`src/rtl/vga_timing_gen.sv`:
```
// vga_timing_gen: raster timing generator (pixel/line counters, syncs, blanking).
// Every output is registered from the *next* counter value, so it lines up
// with the count being loaded on that edge (zero latency relative to the count).
// Optional feature macro: VGA_FRAME_CNT_EN adds an 8-bit frame_cnt output.
module vga_timing_gen #(
  parameter int H_ACTIVE = 640,
  parameter int H_FP     = 16,
  parameter int H_SYNC   = 96,
  parameter int H_BP     = 48,
  parameter int V_ACTIVE = 480,
  parameter int V_FP     = 10,
  parameter int V_SYNC   = 2,
  parameter int V_BP     = 33,
  parameter bit SYNC_POL = 1'b0
) (
  input  logic       clk,
  input  logic       rst,
  input  logic       pix_clk,
  output logic [9:0] pix_x,
  output logic [8:0] pix_y,
  output logic       h_sync,
  output logic       v_sync,
  output logic       video_on,
  output logic       line_start,
  output logic       frame_start
`ifdef VGA_FRAME_CNT_EN
  , output logic [7:0] frame_cnt
`endif
);

  localparam logic [9:0] H_ACT  = 10'(H_ACTIVE);
  localparam logic [9:0] V_ACT  = 10'(V_ACTIVE);
  localparam logic [9:0] H_LAST = 10'(H_ACTIVE + H_FP + H_SYNC + H_BP - 1);
  localparam logic [9:0] V_LAST = 10'(V_ACTIVE + V_FP + V_SYNC + V_BP - 1);
  localparam logic [9:0] HS_BEG = 10'(H_ACTIVE + H_FP);
  localparam logic [9:0] HS_END = 10'(H_ACTIVE + H_FP + H_SYNC - 1);
  localparam logic [9:0] VS_BEG = 10'(V_ACTIVE + V_FP);
  localparam logic [9:0] VS_END = 10'(V_ACTIVE + V_FP + V_SYNC - 1);

  logic [9:0] h_cnt, v_cnt;
  logic [9:0] h_nxt, v_nxt;
  logic       h_wrap, v_wrap, vis_nxt;

  // Next raster position; outputs are decoded from this so they match the new count.
  always_comb begin
    h_wrap  = (h_cnt == H_LAST);
    v_wrap  = (v_cnt == V_LAST);
    h_nxt   = h_wrap ? 10'd0 : h_cnt + 10'd1;
    v_nxt   = v_cnt;
    if (h_wrap) v_nxt = v_wrap ? 10'd0 : v_cnt + 10'd1;
    vis_nxt = (h_nxt < H_ACT) && (v_nxt < V_ACT);
  end

  // Counters and registered outputs; everything holds while pix_clk is low
  // except the start pulses, which must drop after one clk.
  always_ff @(posedge clk or posedge rst) begin
    if (rst) begin
      h_cnt       <= '0;
      v_cnt       <= '0;
      pix_x       <= '0;
      pix_y       <= '0;
      video_on    <= 1'b1;
      h_sync      <= ~SYNC_POL;
      v_sync      <= ~SYNC_POL;
      line_start  <= 1'b0;
      frame_start <= 1'b0;
    end else if (pix_clk) begin
      h_cnt       <= h_nxt;
      v_cnt       <= v_nxt;
      // Blanking forces zero so the 9-bit pix_y never aliases a visible row.
      pix_x       <= vis_nxt ? h_nxt : 10'd0;
      pix_y       <= vis_nxt ? v_nxt[8:0] : 9'd0;
      video_on    <= vis_nxt;
      h_sync      <= ((h_nxt >= HS_BEG) && (h_nxt <= HS_END)) ? SYNC_POL : ~SYNC_POL;
      // v_nxt only moves on an h wrap, so v_sync changes only then.
      v_sync      <= ((v_nxt >= VS_BEG) && (v_nxt <= VS_END)) ? SYNC_POL : ~SYNC_POL;
      line_start  <= h_wrap;
      frame_start <= h_wrap && v_wrap;
    end else begin
      line_start  <= 1'b0;
      frame_start <= 1'b0;
    end
  end

`ifdef VGA_FRAME_CNT_EN
  // Frame counter steps on the same edge that raises frame_start; wraps 255->0.
  always_ff @(posedge clk or posedge rst) begin
    if (rst)                          frame_cnt <= '0;
    else if (pix_clk && h_wrap && v_wrap) frame_cnt <= frame_cnt + 8'd1;
  end
`endif

endmodule
```
`config.mk`:
```
export PLATFORM = sky130hd
export DESIGN_NAME = vga_timing_gen
export DESIGN_NICKNAME = d
export VERILOG_FILES = /design/src/rtl/vga_timing_gen.sv
export SDC_FILE = /design/constraint.sdc
export NUM_CORES = 1
export LEC_CHECK = 0
export CORE_MARGIN = 2
export CORE_UTILIZATION = 48
export CTS_CLUSTER_SIZE = 20
export DETAILED_ROUTE_END_ITERATION = 8
export PLACE_DENSITY = 0.7
export SYNTH_ARGS = -nofsm -noshare
export SYNTH_HDL_FRONTEND = slang
export SYNTH_SLANG_ARGS = --single-unit
```
`constraint.sdc`:
```
create_clock -name clk -period 7.87 [get_ports clk]
set_input_delay 2.361 -clock clk [delete_from_list [all_inputs] [get_ports clk]]
set_output_delay 2.361 -clock clk [all_outputs]
set_load 0.05 [all_outputs]
```
==> flow_summary.toml <==
[logic_synthesis]
synth_compound_area_frac = 0.187
syn_nets = 260
synth-xor-area-share = 0.0622
synth_async_sr_flop_share = 1.00
ys_seq_area_frac = 0.462
yosys.area_share.simple = 0.202
ys_warn_count = 0
ys_ff_latch = 44
synth_top_family_by_area = "simple AND/OR/NAND/NOR gates"
synthDominantCellAreaShare = 0.429
synthFlopType = "dfrtp_1"
yosysTopAreaCell = "dfrtp_1"
synth_most_common_cell = "dfrtp_1"
synthesis.area_sq_um = 2390
synth_area_leaders = "dfrtp_1, xnor2_1, o21ai_0"
synth.area.mux_share = 0.0136
synth.avg_cell_area_sq_um = 9.46
synth_edf_count = 0
netlist_top_cells_count = "dfrtp_1, nand2_1, nor2_1"
syn_inst = 253
synth_cell_types = 43
synth_fa_ha_area_frac = 0.0209

[drt]
drt-initial-drc-count = 167
wl_met3_microns = 263
ant_nets = 0
drt-met1-wl_mm = 2.45
routedWlPerCell_microns = 14.5
wl_met2_mm = 2.13
top_layer_used = "met4"
totalWireLength_mm = 4.91
dr_total_vias = 1941
firstDrtPassIters = 4
drt-vias-per-instance = 5.73
drc_errors = 0

[finish]
num-nets-final = 278
drive_gt1_frac = 0.0846
area_growth_pct = 15.8
fillers = 458
fin_cells = 339
n_antenna_cell = 0

[place]
io_buffers = 26
place_congestion = 0.855
dp.cells = 331
post-dp-hpwl_mm = 3.29

[critical_path]
crit_arrival_ps = 1630
crit_path_max_fanout = 2
cp_top_family = "buffers and inverters"
r2r_slack_ps = 4880
ff2ff_path_depth = 7
slowest_delay_ps = 800
critPathKind = "flop to primary output"
crit_chain = "clkdlybuf4s50_1"
end_kind = "primary output"
cp.required_ps = 5510
slowest_stage = "clkdlybuf4s50_1"
start_kind = "flop"
crit-reg2reg-launch = "h_cnt[1]$_DFFE_PP0P_"
critPathBufInv = 1
r2r-end = "pix_x[5]$_DFFE_PP0P_"

[grt]
antenna_found_initial = 0
grt_pass1_vias = 1796
grt_pass1_wl_mm = 8.41
grt_remaining_overflow = 0
grt_max_degree = 45
grtUsageTotal = 0.197

[cts]
ctsResizeCount = 0
clkSinkCount = 44
cts_root_buf = "clkbuf_8"
clkSlewWorstSetupHoldPaths_ps = 80
cts_hold_buf = 0
cts_tree = "yes"
cts_made_buffers = 5
cts_setup_buffers = 0
clockBufferDepth = 2
htreeDepth = 2
clock_latency_ps = 290

[power_and_ir_drop]
p_leak_uw = 0.00112
power_density_nw_per_um2 = 254
peakVddDrop_mv = 0.158
finalPower_uw = 704

[timing]
skew_ps = 8.31
finalCriticalPeriod_ps = 4000
finalMaxSlewViolations = 0
min_period_over_period = 0.508
worst_pin_slew_ps = 1000
finalSetupViolations = 0
rsz0062_at_grt = "false"
maxClockFrequency_mhz = 250
relSlewSlack = 0.329
tns_ps = 0
hold_viol = 0

[die]
dieArea_sq_um = 5560
die_w_microns = 74.6
initial_utilization = 0.503
fp.dieH_microns = 74.6
core-area_sq_um = 4750
rows = 25
ios = 27

[hold_path]
hold_end = "pix_y[4]$_DFFE_PP0P_"
hp-class = "flop to flop"
hold_path_depth = 1
min-delay-start = "pix_y[4]$_DFFE_PP0P_"

[outcome]
run_status = "complete, no violations"

[flow_run]
cap_violations = 0
==> sequential cells by signal (all words and copies together), names as in the netlist <==
name / cells
line_start: 1
pix_y: 9
h_sync: 1
video_on: 1
pix_x: 10
v_cnt: 10
v_sync: 1
frame_start: 1
h_cnt: 10
==> cell families after synthesis <==
| family | count (synthesis) |
|---|---|
| mux | 3 |
| simple gates | 95 |
| flops | 44 |
| fa+ha+maj | 4 |
| compound gates | 59 |
| buf+inv | 31 |
| xor+xnor | 17 |
==> power by group <==
group	total [uW]	switching [uW]	internal [uW]
sequential	314	47.9	266
combinational	244	153	91.6
clock	146	74.5	71.7
total	704	275	430
==> routing by layer <==
| layer | global-route usage | up-vias |
|---|---|---|
| li1 | - | 936 |
| met1 | 0.284 | 936 |
| met2 | 0.301 | 61 |
| met3 | 0.0474 | 8 |
| met4 | 0.0516 | 0 |
| met5 | 0 | - |
==> final cells by class <==
cell class	instances	area [sq um]	share of cell area
clock buffer	8	90.1	0.0325
inverter	13	48.8	0.0176
multi-input combinational	178	1160	0.419
sequential	44	1100	0.399
tap	67	83.8	0.0302
timing repair buffer	29	283	0.102
==> worst register-to-register path, cell delays in order, from the launching register on <==
cell and delay [ps]:
dfrtp_1 440, ha_1 260, nand4_1 310, or3_4 580, o41ai_2 400, a22oi_2 120
or3_4 510, o41ai_2 290
==> worst max path at each step <==
stage                     slack, ps  cells past startpoint                from                    end
after floorplan                4480                      1                 rst  frame_start$_DFF_PP0_
after detailed placement       3590                      5             pix_clk   pix_x[3]$_DFFE_PP0P_
after CTS                      3870                      1  v_sync$_DFFE_PP1P_                 v_sync
after global routing           3770                      5             pix_clk     v_sync$_DFFE_PP1P_
after global placement         3650                      5             pix_clk   pix_x[3]$_DFFE_PP0P_
final                          3870                      1  v_sync$_DFFE_PP1P_                 v_sync
==> cell usage in the layout (no fill, tap or decap), types with 4 or more instances in the layout <==
cell type        count
xnor2_1             14
clkdlybuf4s50_1     26
or3_1                6
o2bb2ai_1            8
nor2_1              19
dfrtp_1             41
a21oi_1              8
nand3_1             11
a22o_1               8
nand2_1             23
nor4_1               4
clkbuf_8             6
ha_1                 4
o21ai_0             18
nor3_1              10
inv_1               12
o31ai_1              4
nand4_1              6
==> metrics by stage <==
step	util	worst slack [ps]	area, sq um	hold WS, ps
final	0.583	3870	2770	495
after global routing	0.583	3770	2770	520
after CTS	0.583	3870	2770	502
after detailed placement	0.564	3590	2680	473
after global placement	0.564	3650	2680	480
after floorplan	-	4480	2390	503
No activity file was read; power rests on OpenSTA's default activity.
